==> src/rtl/seq_restoring_divider.sv <==
// ---------------------------------------------------------------------------
// seq_restoring_divider
//   Multi-cycle unsigned restoring divider. One trial subtraction per clock
//   produces one quotient bit, MSB first, so a division takes WIDTH cycles
//   in CALC. Operands are loaded with a start/done handshake. Divide by zero
//   skips CALC and reports an all-ones quotient with remainder = dividend.
//
// Ports
//   clk        in   1      clock, rising edge
//   rst_n      in   1      asynchronous active-low reset
//   start      in   1      load operands and begin (ignored while busy)
//   dividend   in   WIDTH  unsigned dividend, sampled on accepted start
//   divisor    in   WIDTH  unsigned divisor, sampled on accepted start
//   busy       out  1      high while the divider is iterating
//   done       out  1      one-cycle pulse, results valid
//   quotient   out  WIDTH  quotient, held until the next result
//   remainder  out  WIDTH  remainder, held until the next result
//   div_zero   out  1      last accepted operation had divisor == 0
// ---------------------------------------------------------------------------
module seq_restoring_divider #(
   parameter int WIDTH = 4
) (
   input  logic             clk,
   input  logic             rst_n,
   input  logic             start,
   input  logic [WIDTH-1:0] dividend,
   input  logic [WIDTH-1:0] divisor,
   output logic             busy,
   output logic             done,
   output logic [WIDTH-1:0] quotient,
   output logic [WIDTH-1:0] remainder,
   output logic             div_zero
);

   localparam int CW = (WIDTH > 2) ? $clog2(WIDTH) : 1;
   localparam logic [CW-1:0] LAST = CW'(WIDTH - 1);

   localparam logic [1:0] S_IDLE = 2'd0;
   localparam logic [1:0] S_CALC = 2'd1;
   localparam logic [1:0] S_DONE = 2'd2;

   logic [1:0]       state_q, state_d;
   logic [WIDTH:0]   rem_q, rem_d;       // partial remainder, one guard bit
   logic [WIDTH-1:0] wq_q, wq_d;         // dividend bits shift out, quotient bits shift in
   logic [WIDTH-1:0] dvs_q, dvs_d;
   logic [CW-1:0]    count_q, count_d;
   logic [WIDTH-1:0] quotient_q, quotient_d;
   logic [WIDTH-1:0] remainder_q, remainder_d;
   logic             div_zero_q, div_zero_d;
   logic             busy_q, busy_d;
   logic             done_q, done_d;

   logic [WIDTH:0]   shifted_s;
   logic [WIDTH:0]   diff_s;
   logic [WIDTH:0]   step_rem_s;
   logic [WIDTH-1:0] step_q_s;

   // One restoring step: shift in next dividend bit, trial-subtract divisor.
   always_comb begin
      shifted_s = {rem_q[WIDTH-1:0], wq_q[WIDTH-1]};
      diff_s    = shifted_s - {1'b0, dvs_q};
      if (diff_s[WIDTH] == 1'b0) begin
         step_rem_s = diff_s;
         step_q_s   = {wq_q[WIDTH-2:0], 1'b1};
      end else begin
         step_rem_s = shifted_s;
         step_q_s   = {wq_q[WIDTH-2:0], 1'b0};
      end
   end

   // Next-state logic for control, working registers and result registers.
   always_comb begin
      state_d     = state_q;
      rem_d       = rem_q;
      wq_d        = wq_q;
      dvs_d       = dvs_q;
      count_d     = count_q;
      quotient_d  = quotient_q;
      remainder_d = remainder_q;
      div_zero_d  = div_zero_q;
      case (state_q)
         S_CALC: begin
            rem_d   = step_rem_s;
            wq_d    = step_q_s;
            count_d = count_q + CW'(1);
            if (count_q == LAST) begin
               state_d     = S_DONE;
               quotient_d  = step_q_s;
               remainder_d = step_rem_s[WIDTH-1:0];
            end else begin
               state_d = S_CALC;
            end
         end
         S_IDLE, S_DONE: begin
            if (start) begin
               rem_d   = {(WIDTH+1){1'b0}};
               wq_d    = dividend;
               dvs_d   = divisor;
               count_d = {CW{1'b0}};
               if (divisor == {WIDTH{1'b0}}) begin
                  // No iterations: result is fixed, publish it immediately.
                  state_d     = S_DONE;
                  quotient_d  = {WIDTH{1'b1}};
                  remainder_d = dividend;
                  div_zero_d  = 1'b1;
               end else begin
                  state_d    = S_CALC;
                  div_zero_d = 1'b0;
               end
            end else begin
               state_d = S_IDLE;
            end
         end
         default: begin
            state_d = S_IDLE;
         end
      endcase
      // Status outputs are registered copies of the state being entered.
      busy_d = (state_d == S_CALC);
      done_d = (state_d == S_DONE);
   end

   // State and output registers with asynchronous reset.
   always_ff @(posedge clk or negedge rst_n) begin
      if (!rst_n) begin
         state_q     <= S_IDLE;
         rem_q       <= {(WIDTH+1){1'b0}};
         wq_q        <= {WIDTH{1'b0}};
         dvs_q       <= {WIDTH{1'b0}};
         count_q     <= {CW{1'b0}};
         quotient_q  <= {WIDTH{1'b0}};
         remainder_q <= {WIDTH{1'b0}};
         div_zero_q  <= 1'b0;
         busy_q      <= 1'b0;
         done_q      <= 1'b0;
      end else begin
         state_q     <= state_d;
         rem_q       <= rem_d;
         wq_q        <= wq_d;
         dvs_q       <= dvs_d;
         count_q     <= count_d;
         quotient_q  <= quotient_d;
         remainder_q <= remainder_d;
         div_zero_q  <= div_zero_d;
         busy_q      <= busy_d;
         done_q      <= done_d;
      end
   end

   assign busy      = busy_q;
   assign done      = done_q;
   assign quotient  = quotient_q;
   assign remainder = remainder_q;
   assign div_zero  = div_zero_q;

endmodule

==> config.mk <==
export PLATFORM = sky130hd
export DESIGN_NAME = seq_restoring_divider
export DESIGN_NICKNAME = d
export VERILOG_FILES = /design/src/rtl/seq_restoring_divider.sv
export SDC_FILE = /design/constraint.sdc
export NUM_CORES = 1
export LEC_CHECK = 0
export ABC_AREA = 1
export CAP_MARGIN = 15
export CORE_UTILIZATION = 59
export CTS_BUF_LIST = sky130_fd_sc_hd__clkbuf_2
export CTS_CLUSTER_DIAMETER = 40
export DETAILED_ROUTE_END_ITERATION = 12
export PLACE_DENSITY = 0.86
export SYNTH_ARGS = -nofsm -noshare
export SYNTH_HDL_FRONTEND = slang
export SYNTH_SLANG_ARGS = --single-unit
==> constraint.sdc <==
create_clock -name clk -period 2.8 [get_ports clk]
set_clock_uncertainty 0.2 [all_clocks]
set_input_delay 0.84 -clock clk [delete_from_list [all_inputs] [get_ports clk]]
set_output_delay 0.84 -clock clk [all_outputs]
set_load 0.02 [all_outputs]
==> Word level (Yosys, flattened, before mapping) <==
Cells that the tools add are included.
{ "classes": {"n_eq_ne": 8, "order_cmp": 0, "n_reduce_logical": 7, "div": 0, "bitwise": 0, "n_mux": 21, "shifts": 0, "addsub": 2, "multipliers": 0} }
{ "ops": {"columns": ["operator", "n"], "rows": [
  ["4-bit two-way mux", 9],
  ["4-bit one-hot mux with 2 select lines", 4],
  ["2-bit two-way mux", 4],
  ["2-bit one-hot mux with 2 select lines", 2],
  ["2-bit == test, second input constant", 3],
  ["2-bit inequality test, second input constant", 3],
  ["5-bit by 4-bit subtractor with 5-bit output", 1],
  ["2-bit by 1-bit == test with 1-bit output, second input constant", 2],
  ["4-bit logical NOT", 1],
  ["2-bit AND reduction", 2],
  ["4-bit AND reduction", 1],
  ["2-bit by 1-bit adder with 2-bit output, second input constant", 1],
  ["2-bit logical NOT", 1],
  ["1-bit two-way mux", 2],
  ["2-bit nonzero test", 1],
  ["2-bit OR reduction", 1]
]} }
{ "word_totals": {"mem_bits_ro": 0, "out_inout_bits": 11, "latch_bits": 0, "mem_bits_rw": 0, "word_cells": 48, "input_bits": 11, "n_memories": 0, "ff_bits": 27} }

==> Depth between registers and ports, before layout <==
{ "logic_depth": {"ltp_word": 5, "ltp_mapped": 12, "ltp_nobuf": 12} }

==> Worst setup path after synthesis <==
OpenSTA, ideal clock, no wires.
{ "synth_timing": {"path_kind": "in2reg", "startpoint": "in start", "endpoint": "reg remainder_q[2] (netlist: remainder[2])", "t_required_ns": 2.487, "t_arrival_ns": 1.544, "cell_stages": 8, "setup_ns": 0.113, "slack_ns": 0.943, "n_path_buf": 1, "cell_sequence": "inv_1 nor2_4 nand4_4 nand2_4 buf_6 or2_1 nand2_1 inv_1"} }
{ "synth_via": {"elab_chain_len": 2} }
{ "synth_lines": {"columns": ["item", "line_no", "text"], "rows": [
  ["start: declaration", "25", "input logic start,"],
  ["2-bit inequality test (no source line)", null, null],
  ["4-bit AND reduction (no source line)", null, null],
  ["end signal: assignment", "132", "remainder_q <= {WIDTH{1'b0}};"],
  ["end signal: assignment", "143", "remainder_q <= remainder_d;"],
  ["end: declaration", "48", "logic [WIDTH-1:0] remainder_q, remainder_d;"]
]} }
No other way between the ends.
A chain may end at the register's enable or synchronous reset.

==> Final worst setup path <==
{ "layout_timing": {"startpoint": "reg remainder_q[1] (netlist: remainder[1])", "endpoint": "out remainder[1]"} }
{ "layout_lines": {"columns": ["item", "line_no", "text"], "rows": [
  ["end: declaration", "31", "output logic [WIDTH-1:0] remainder,"]
]} }
No word-level cell between the ends.

==> flow_summary_export.csv <==
group,metric,value,unit
worst_setup_path,cp_slowest_stage_delay,0.62,ns
clock_tree,htreeDepth,1,
worst_setup_path,reg2reg_depth,12,
floorplan,die_area,2620,um2
worst_setup_path,worst-setup-path-type,"reg2out",
synthesis,synth_fp_nets,183,
final_layout,area_delta_synth_final,17.5,%
synthesis,ys_seq_elements,27,
global_route,grt_start_max_net_pins,28,
worst_setup_path,rr_startpoint,"wq_q[3]",
worst_setup_path,cp.depth,1,
placed_design,postPlaceCellArea,1660,um2
clock_tree,cts_root_buf,"clkbuf_2",
clock_tree,post-cts-setup-buffer-count,0,
power,power_leakage,0.848,nW
timing,period_share,86.3,%
final_layout,design_area,1680,um2
floorplan,fp.dieW,51.2,um
timing,tns,0,ns
floorplan,coreArea,2250,um2
min_path,holdPathStages,1,
synthesis,synth_edf_count,0,
status,status,"finished, final reports clean",
clock_tree,hold_buffers,0,
min_path,hp-class,"reg2reg",
routing,wire_per_inst,13.6,um
final_layout,antennaDiodeCount,0,
clock_tree,cts_resized,0,
placed_design,place_hpwl,2300,um
floorplan,start_util,63.3,%
synthesis,synth_top_area_share,47.4,%
power,p_total,1.91,mW
floorplan,die_y,51.2,um
floorplan,io_pins,22,
routing,drtPass1Iterations,6,
timing,period_minus_slack,2.42,ns
clock_tree,cts.sinks,27,
final_layout,final_layout_size_suffix_gt1_share,7.94,%
final_layout,nets,207,
global_route,overflow,0,
global_route,grtUsageTotal,26.0,%
worst_setup_path,r2r_end,"remainder[3]",
placed_design,io_buffers,21,
worst_setup_path,arrival,1.38,ns
worst_setup_path,crit_chain,"clkdlybuf4s50_1",
synthesis,synth.top_cells.by_count,"43 x nand2_1, 27 x dfrtp_1, 19 x inv_1, 19 x nand3_1, 8 x nor2_1",
power,p_per_area,1140,nW/um2
worst_setup_path,worst_setup_path_end_kind,"primary output",
synthesis,synthCells,166,
worst_setup_path,crit_family,"buffers and inverters",
synthesis,synth_area,1430,um2
synthesis,yosysMostFrequentCell,"nand2_1",
timing,tightest_slew,0.598,ns
synthesis,ys_types,28,
floorplan,fp-row-count,17,
global_route,grt_pass1_wl,4950,um
clock_tree,cts.path.max_buffers,2,
synthesis,avgSynthCellArea,8.59,um2
worst_setup_path,reg2reg_setup_slack,0.65,ns
routing,vias,1185,
worst_setup_path,worstPathMaxFanout,2,
synthesis,synth_area_leaders,"dfrtp_1 47%, nand2_1 11%, nand3_1 6.7%, inv_1 5.0%, ha_1 4.4%",
routing,drt_iter0_markers,25,
min_path,worstHoldStart,"count_q[0]",
timing,rsz0062_at_grt,"no",
global_route,grt_pass1_vias,1151,
clock_tree,clk_latency,0.36,ns
synthesis,synth_top_area_cell,"dfrtp_1",
timing,maxSlewViolCount,0,
synthesis,synth_flop_cell,"dfrtp_1",
min_path,hold_end,"count_q[0]",
timing,setup_viol,0,
synthesis,yosysSeqAreaShare,47.4,%
worst_setup_path,path_buf_inv,1,
worst_setup_path,critical_path.slowest_cell,"clkdlybuf4s50_1",
synthesis,yosysWarnings,0,
power,vdd_ir_drop_max,0.702,mV
synthesis,ys_async_sr_fraction,100,%
worst_setup_path,critical_path_required,1.76,ns
routing,post-route-drc-count,0,
timing,final_hold_viol_count,0,
placed_design,place.gp.congestion,0.857,
routing,viasPerCell,5.46,
clock_tree,path_clk_slew,0.24,ns
global_route,antenna_found_initial,0,
clock_tree,tritoncts,"yes",
timing,relSlewSlack,60.1,%
routing,ant_nets,0,
routing,routed_wl,2940,um
job,cap_violations,0,
clock_tree,numCtsBuffers,3,
worst_setup_path,cp-start-kind,"register",
timing,fmax,0.414,GHz
[metrics by stage]
stage          setup slack (ns)  hold WS, ns  instances  utilization, %
2_1_floorplan             0.943        0.250        166               -
3_3_place_gp              0.389        0.272        213            73.4
3_5_place_dp              0.301        0.274        213            73.4
4_1_cts                   0.363        0.303        217            74.3
5_1_grt                   0.313        0.310        217            74.3
6_report                  0.384        0.302        217            74.3
[metal layers]
metal  GRT usage, %  wire, um  up-vias  share of wire, %
met5              0         0        -                 0
met4           9.26        44        0               1.5
met3           3.27       115       10               3.9
met2           44.7      1470       34                50
met1           33.7      1310      557                45
li1               -         -      584                 -
[layout by cell type (no fill, tap or decap)]
cell | synthesis | layout
a21oi_1 | 3 | 3
o22ai_1 | 2 | 2
nor2_8 | 1 | 1
nor2_1 | 8 | 8
xor2_1 | 1 | 1
nor4_1 | 1 | 1
fa_1 | 1 | 1
buf_4 | 1 | 1
or2_1 | 4 | 4
dfrtp_1 | 27 | 27
clkdlybuf4s50_1 | 0 | 21
a21boi_0 | 1 | 1
a21boi_1 | 3 | 3
nand2_1 | 43 | 43
o21ai_0 | 6 | 6
nand2_4 | 2 | 2
ha_1 | 5 | 5
nand2_2 | 1 | 1
clkbuf_2 | 0 | 4
nor2_4 | 1 | 1
a22o_1 | 1 | 1
nand4_4 | 1 | 1
inv_2 | 3 | 3
o21ai_1 | 4 | 4
nand3_1 | 19 | 19
inv_4 | 1 | 1
inv_1 | 19 | 19
a31oi_1 | 5 | 5
[cell families after synthesis]
family / after synthesis / synth area share, %
flops: 27 / 47.4
buf+inv: 26 / 7.89
fa+ha+maj: 6 / 5.79
simple gates: 81 / 28.0
compound gates: 25 / 10.4
xor+xnor: 1 / 0.614
[where the power goes]
part | switching, mW | internal (mW)
combinational | 0.657 | 0.431
sequential | 0.124 | 0.552
clock | 0.112 | 0.0377
total | 0.892 | 1.02
[sequential cells by signal, summed over array words and instances, names as in the netlist]
signal,count
rem_q,4
state_q,2
quotient,4
count_q,2
remainder,4
busy,1
div_zero,1
dvs_q,4
wq_q,4
done,1
[area by class of cell]
class	instances	area (um2)
Multi-Input combinational cell	113	638
Clock buffer	4	20.0
Sequential cell	27	676
Tap cell	28	35.0
Timing Repair Buffer	22	218
Inverter	23	88.8
Fill cell	177	579
[worst max-delay path by stage]
| stage | start | to | slack, ns |
|---|---|---|---|
| after detailed placement | start | remainder[2] | 0.30 |
| after CTS | remainder[1] | remainder[1] | 0.36 |
| after global placement | start | count_q[1] | 0.39 |
| final | remainder[1] | remainder[1] | 0.38 |
| after global routing | remainder[1] | remainder[1] | 0.31 |
| after floorplan | start | remainder[2] | 0.94 |
No activity file was read; power rests on OpenSTA's default activity.
